File: config.mk
export PLATFORM = sky130hd
export DESIGN_NAME = bcd2bin
export DESIGN_NICKNAME = d
export VERILOG_FILES = /design/src/rtl/bcd_pkg.sv /design/src/rtl/bcd2bin.sv
export SDC_FILE = /design/constraint.sdc
export NUM_CORES = 1
export LEC_CHECK = 0
export CORE_MARGIN = 2
export CORE_UTILIZATION = 55
export DETAILED_ROUTE_END_ITERATION = 12
export PLACE_DENSITY = 0.79
export RECOVER_POWER = 25
export SYNTH_ARGS = -nofsm -noshare
export SYNTH_HDL_FRONTEND = slang
export SYNTH_SLANG_ARGS = --single-unit
File: constraint.sdc
create_clock -name Clk -period 2.4 [get_ports Clk]
set_input_delay 0.36 -clock Clk [delete_from_list [all_inputs] [get_ports Clk]]
set_output_delay 0.36 -clock Clk [all_outputs]
set_load 0.01 [all_outputs]
File: src/rtl/bcd_pkg.sv
// Shared BCD constants used by the BCD<->binary converters.
// The binary-to-BCD direction uses threshold 5 / +3; this direction uses threshold 8 / -3.
package bcd_pkg;

  localparam int         BCD_DIGIT_W   = 4;
  localparam logic [3:0] BCD_MAX_DIGIT = 4'd9;
  localparam logic [3:0] BCD_ADJ_THR   = 4'd8;
  localparam logic [3:0] BCD_ADJ       = 4'd3;

endpackage

File: src/rtl/bcd2bin.sv
// Sequential BCD-to-binary converter (reverse double dabble), one conversion at a time.
// Start/Done handshake; Error flags a non-BCD digit or a value that does not fit in BIN_WIDTH bits.
module bcd2bin
  import bcd_pkg::*;
#(
  parameter int BIN_WIDTH  = 8,
  parameter int DEC_DIGITS = 2
) (
  input  logic                              Clk,
  input  logic                              Rst_n,
  input  logic [DEC_DIGITS*BCD_DIGIT_W-1:0] DataBCD,
  input  logic                              Start,
  output logic [BIN_WIDTH-1:0]              DataBin,
  output logic                              Busy,
  output logic                              Done,
  output logic                              Error
);

  localparam int BCD_W = DEC_DIGITS * BCD_DIGIT_W;
  localparam int IDX_W = (DEC_DIGITS > 1) ? $clog2(DEC_DIGITS) : 1;

  typedef enum logic [2:0] {
    ST_IDLE,
    ST_VALIDATE,
    ST_SHIFT,
    ST_SUB,
    ST_FINISH
  } state_e;

  state_e               state_q, state_d;
  logic [BCD_W-1:0]     bcd_q, bcd_d;
  logic [BIN_WIDTH-1:0] bin_q, bin_d;
  logic [IDX_W-1:0]     digit_idx_q, digit_idx_d;
  logic [7:0]           loop_count_q, loop_count_d;
  logic                 err_q, err_d;
  logic [BIN_WIDTH-1:0] data_bin_q, data_bin_d;
  logic                 busy_q, busy_d;
  logic                 done_q, done_d;
  logic                 error_q, error_d;

  logic [DEC_DIGITS-1:0]  digit_bad;
  logic [BCD_DIGIT_W-1:0] cur_digit;
  logic                   fin_err;

  for (genvar g = 0; g < DEC_DIGITS; g++) begin : g_digit_chk
    assign digit_bad[g] = bcd_q[g*BCD_DIGIT_W +: BCD_DIGIT_W] > BCD_MAX_DIGIT;
  end

  assign cur_digit = bcd_q[digit_idx_q*BCD_DIGIT_W +: BCD_DIGIT_W];
  // A nonzero residue after all shifts means the value is >= 2**BIN_WIDTH.
  assign fin_err   = err_q | (|bcd_q);

  always_comb begin
    // NOTE: every signal gets a default here so no path can infer a latch.
    state_d      = state_q;
    bcd_d        = bcd_q;
    bin_d        = bin_q;
    digit_idx_d  = digit_idx_q;
    loop_count_d = loop_count_q;
    err_d        = err_q;
    data_bin_d   = data_bin_q;
    error_d      = error_q;
    done_d       = 1'b0;

    unique case (state_q)
      ST_IDLE: begin
        if (Start) begin
          bcd_d        = DataBCD;
          bin_d        = '0;
          loop_count_d = '0;
          digit_idx_d  = '0;
          state_d      = ST_VALIDATE;
        end
      end
      ST_VALIDATE: begin
        err_d   = |digit_bad;
        state_d = (|digit_bad) ? ST_FINISH : ST_SHIFT;
      end
      ST_SHIFT: begin
        {bcd_d, bin_d} = {bcd_q, bin_q} >> 1;
        loop_count_d   = loop_count_q + 8'd1;
        if (loop_count_q == 8'(BIN_WIDTH - 1)) begin
          state_d = ST_FINISH;
        end else begin
          digit_idx_d = '0;
          state_d     = ST_SUB;
        end
      end
      ST_SUB: begin
        if (cur_digit >= BCD_ADJ_THR) begin
          bcd_d[digit_idx_q*BCD_DIGIT_W +: BCD_DIGIT_W] = cur_digit - BCD_ADJ;
        end
        if (digit_idx_q == IDX_W'(DEC_DIGITS - 1)) begin
          state_d = ST_SHIFT;
        end else begin
          digit_idx_d = digit_idx_q + IDX_W'(1);
        end
      end
      ST_FINISH: begin
        done_d     = 1'b1;
        error_d    = fin_err;
        data_bin_d = fin_err ? '0 : bin_q;
        state_d    = ST_IDLE;
      end
      default: state_d = ST_IDLE;
    endcase

    busy_d = (state_d != ST_IDLE);
  end

  // NOTE: sequential state uses non-blocking assignments only; reset is synchronous.
  always_ff @(posedge Clk) begin
    if (!Rst_n) begin
      state_q      <= ST_IDLE;
      bcd_q        <= '0;
      bin_q        <= '0;
      digit_idx_q  <= '0;
      loop_count_q <= '0;
      err_q        <= 1'b0;
      data_bin_q   <= '0;
      busy_q       <= 1'b0;
      done_q       <= 1'b0;
      error_q      <= 1'b0;
    end else begin
      state_q      <= state_d;
      bcd_q        <= bcd_d;
      bin_q        <= bin_d;
      digit_idx_q  <= digit_idx_d;
      loop_count_q <= loop_count_d;
      err_q        <= err_d;
      data_bin_q   <= data_bin_d;
      busy_q       <= busy_d;
      done_q       <= done_d;
      error_q      <= error_d;
    end
  end

  assign DataBin = data_bin_q;
  assign Busy    = busy_q;
  assign Done    = done_q;
  assign Error   = error_q;

endmodule

**Yosys cells after proc, flatten, opt, wreduce, memory -nomap -nowiden**

Index checks and enable logic that the tools add are counted.

- Add/sub/neg operators: 4
- Multiply operators: 0
- Div/mod/pow operators: 0
- Magnitude comparators: 3
- Eq/ne operators: 8
- Shift-type cells: 3
- Multiplexer cells: 18
- Bitwise logic cells: 1
- Reductions and logical operators: 9

Operators with widths:

| cell | count |
|---|---|
| $neg 3->34 | 1 |
| $shift 4x34->8 const A | 1 |
| $shiftx 4x34->8 | 1 |
| $mux 8 | 4 |
| $pmux 8 s2 | 2 |
| $pmux 8 s3 | 1 |
| $mux 3 | 4 |
| $pmux 3 s4 | 1 |
| $add 8x1->8 const B | 1 |
| $bwmux 8 | 1 |
| $eq 8x3->1 const B | 1 |
| $gt 4x4->1 const B | 2 |
| $reduce_or 8->1 | 1 |
| $shiftx 8x4->4 | 1 |
| $eq 3x2->1 const B | 2 |
| $ne 2x2->1 const B | 3 |
| $reduce_and 3->1 | 2 |
| $reduce_bool 3->1 | 2 |
| $ge 4x4->1 const B | 1 |
| $mux 1 | 4 |
| $sub 4x2->4 const B | 1 |
| $eq 3x1->1 const B | 1 |
| $eq 3x3->1 const B | 1 |
| $logic_not 3->1 | 1 |
| other kinds (6) | 6 |

- Bits in registers: 40
- Bits in latches: 0
- Memory bits (writable): 0
- Memory bits (read-only): 0
- Output and inout bits: 11
- Word-level logic and storage cells: 56
- Memories kept: 0

**Logic depth before layout (Yosys ltp)**

- Depth in word-level cells: 6
- Mapped depth: 7
- Depth with buffers taken out: 6

**Worst setup path after synthesis**

Ideal clock, no wire load.

- Path kind: reg-to-reg
- Start point: register digit_idx_q
- End point: register bcd_q[6]
- Setup time: 0.070 ns
- Arrival time: 2.026 ns
- Path slack: 0.303 ns
- Cell stages (with the launch flop): 8
- Period minus slack after synthesis: 2.097 ns
- Cell sequence: dfxtp_1 clkbuf_1 mux2_2 ha_1 xnor2_1 a311oi_1 or4_1 a21oi_1

- Word-level cells in the longest chain between the ends: 6
- Elaborated cells between the ends (all ways): 11
- Those cells by class: add/sub (2); order compare (1); eq/ne (1); shift (3); mux (3); reduce/logical (1)

Ends and longest elaborated chain:

| element | line | source |
|---|---|---|
| from (decl) | bcd2bin.sv:33 | `logic [IDX_W-1:0] digit_idx_q, digit_idx_d;` |
| from (signal assigned) | bcd2bin.sv:128 | `digit_idx_q <= digit_idx_d;` |
| $shiftx 8x4->4 | bcd2bin.sv:49 | `assign cur_digit = bcd_q[digit_idx_q*BCD_DIGIT_W +: BCD_DIGIT_W];` |
| $sub 4x2->4 | bcd2bin.sv:91 | `bcd_d[digit_idx_q*BCD_DIGIT_W +: BCD_DIGIT_W] = cur_digit - BCD_ADJ;` |
| $shiftx 4x34->8 | bcd2bin.sv:91 |  |
| $bwmux 8 | bcd2bin.sv:91 |  |
| $mux 8 | bcd2bin.sv:90 | `if (cur_digit >= BCD_ADJ_THR) begin` |
| $pmux 8 s3 | bcd2bin.sv:65 | `unique case (state_q)` |
| to (signal assigned) | bcd2bin.sv:115 | `bcd_q <= '0;` |
| to (signal assigned) | bcd2bin.sv:126 | `bcd_q <= bcd_d;` |
| to (decl) | bcd2bin.sv:31 | `logic [BCD_W-1:0] bcd_q, bcd_d;` |

Several ways; a longest one is shown, not always the timed one. The select of a mux whose other input is x is not followed.
A chain may end at the register's enable or synchronous reset.

**Worst setup path in the final report**

Same ends and word-level chain as after synthesis.

==> impl_metrics.env <==
export IMPL_status="finished clean"
export IMPL_synthCells=210
export IMPL_synth_top_area_share_pct=43.0
export IMPL_path_cells="mux2_2, ha_1, xnor2_1, a311oi_1, or4_1, a21oi_1"
export IMPL_clock_path_buffers=2
export IMPL_worstSkewPairLatency_ns=0.35
export IMPL_die_x_um=62.2
export IMPL_yosysTopAreaCell="dfxtp_1"
export IMPL_final_nets=242
export IMPL_finalSetupTns_ns=0
export IMPL_drive_gt1_share_pct=6.96
export IMPL_final_common_cell="dfxtp_1"
export IMPL_post_cts_buffers=0
export IMPL_cp_slowest_cell="or4_1"
export IMPL_rows=21
export IMPL_cts_tree="yes"
export IMPL_synth_edff_count=0
export IMPL_routed_via_count=1663
export IMPL_cp_slowest_stage_delay_ns=0.48
export IMPL_fin_util_pct=66.4
export IMPL_routed_via_density=6.03
export IMPL_syn_nets=223
export IMPL_fp_coreArea_um2=3280
export IMPL_critPathKind="flip-flop to flip-flop"
export IMPL_worstSetupEndpointType="flip-flop"
export IMPL_grt_max_degree=19
export IMPL_cts_resized=0
export IMPL_gp_congestion=0.867
export IMPL_rsz0062_at_grt="false"
export IMPL_wl_per_cell_um=14.9
export IMPL_die_h_um=62.2
export IMPL_antenna_found_initial=0
export IMPL_syn_area_um2=1860
export IMPL_cap_viol_max_count=0
export IMPL_synth_area_leaders="dfxtp_1 43%, a22oi_1 6.9%, nor2_1 6.5%"
export IMPL_n_antenna_cell=0
export IMPL_path_delay_family="simple AND/OR/NAND/NOR gates"
export IMPL_grt_pass1_vias=1575
export IMPL_overflow=0
export IMPL_clock_fmax_mhz=508
export IMPL_drtIter0Drc=167
export IMPL_period_share_pct=82.1
export IMPL_min_path_type="flip-flop to flip-flop"
export IMPL_ant_nets=0
export IMPL_grt_util_all_layers_pct=21.9
export IMPL_crit_buf_inv=0
export IMPL_drv_slew=0
export IMPL_wirelength_um=4100
export IMPL_ir_drop_mv=0.417
export IMPL_post_synth_cell_area_avg_um2=8.87
export IMPL_dp_hpwl_um=2870
export IMPL_worstPathArrival_ns=2.26
export IMPL_syn2layout_area_growth_pct=17.2
export IMPL_ys_seq_area_share_pct=43.0
export IMPL_cts_hold_buffers=0
export IMPL_clock_sinks=40
export IMPL_slew_headroom_pct=52.6
export IMPL_period_needed_ns=1.97
export IMPL_drc=0
export IMPL_synth_main_ff_cell="dfxtp_1"
export IMPL_yosysWarnings=0
export IMPL_setup_viol=0
export IMPL_hold_viol=0
export IMPL_worst_pin_slew_ns=0.711
export IMPL_worstSetupStartpointType="flip-flop"
export IMPL_root_buffer="clkbuf_4"
export IMPL_clock_skew_ns=0.0106
export IMPL_firstDrtPassIters=4
export IMPL_synth_cell_types=54
export IMPL_pin_count=22
export IMPL_async_flop_share_pct=0
export IMPL_p_per_area_nw_per_um2=682
export IMPL_cts_clk_slew_worst_paths_ns=0.12
export IMPL_start_util_pct=56.7
export IMPL_cp_max_fo=4
export IMPL_required_ns=2.69
export IMPL_die_area_um2=3870
export IMPL_mostFrequentLayoutCells="40 x dfxtp_1, 32 x nor2_1, 17 x a22oi_1"
export IMPL_leakagePower_uw=0.000792
export IMPL_cts_made_buffers=5
export IMPL_htree_levels=2
export IMPL_grt_pass1_wl_um=6870
export IMPL_port_buffers=21
export IMPL_ys_seq_elements=40
[through the flow]
stage	hold WS (ns)	total power [µW]	instances	setup WS [ns]	cell area, µm²
after global routing	0.529	1550	276	0.358	2180
final	0.495	1490	276	0.430	2180
after global placement	0.463	1010	268	0.516	2100
after detailed placement	0.481	1020	268	0.479	2100
after floorplan	0.446	946	210	0.303	1860
after CTS	0.503	1490	276	0.450	2190
[area by class of cell]
cell class,instances,area [µm²]
flip-flops and latches,40,801
repair buffers,24,229
inverters,4,15.0
clock buffers,6,51.3
multi-input cells,154,990
clock inverters,2,38.8
well taps,46,57.6
fillers,271,1100
[power by group]
part           internal (µW)  switching [µW]  total (µW)
Combinational            116             139         255
Clock                    250             229         478
Sequential               696            59.3         756
[cells in the mapped netlist (all sizes together) (2+ instances only)]
cell type and count:
nand2 7, or4 2, o2bb2ai 2, inv 4, a31oi 2, nand3b 4, nand3 3, a22oi 17
a221oi 4, xor2 2, nor2 32, nor2b 4, nor3b 2, a311oi 2, o211ai 2, nand4 2
dfxtp 40, clkbuf 6, a21boi 2, and2 4, a21oi 13, o21ai 8, nand2b 6, xnor2 3
nor3 4, buf 6, a22o 5, ha 2, mux2 2, o41ai 2
[path summary, 6_finish.rpt]
| check | from | endpoint | slack (ns) | depth (start not counted) |
|---|---|---|---|---|
| max | digit_idx_q | bcd_q[6] | 0.43 | 6 |
| min | loop_count_q[7] | loop_count_q[7] | 0.50 | 1 |
| max reg2reg | digit_idx_q | bcd_q[6] | 0.43 | 6 |
| min reg2reg | loop_count_q[7] | loop_count_q[7] | 0.50 | 1 |
[flip-flops by register name, summed over array words and instances, names as in the netlist]
register,flops
err_q,1
Error,1
Busy,1
state_q,3
bin_q,8
digit_idx_q,1
bcd_q,8
Done,1
loop_count_q,8
DataBin,8
[cells by family (layout without fill, tap and decap cells)]
family | Yosys count | after routing | synth area share [%]
xor gates and xnor gates | 5 | 5 | 2.35
DFF | 40 | 40 | 43.0
muxes | 3 | 3 | 1.75
adders and majority gates | 2 | 2 | 1.34
buffers and inverters | 16 | 36 | 3.83
AOI/OAI and AO/OA | 66 | 66 | 25.4
and+or+nand+nor | 78 | 78 | 22.3
[metal layers]
layer / track usage [%] / routed length (µm) / share of wire (%)
met1: 26.5 / 1760 / 43
met2: 37.2 / 2060 / 50
met3: 4.89 / 237 / 5.8
met4: 10.0 / 44 / 1.1
met5: 0 / 0 / 0
No activity file was read; power rests on OpenSTA's default activity.
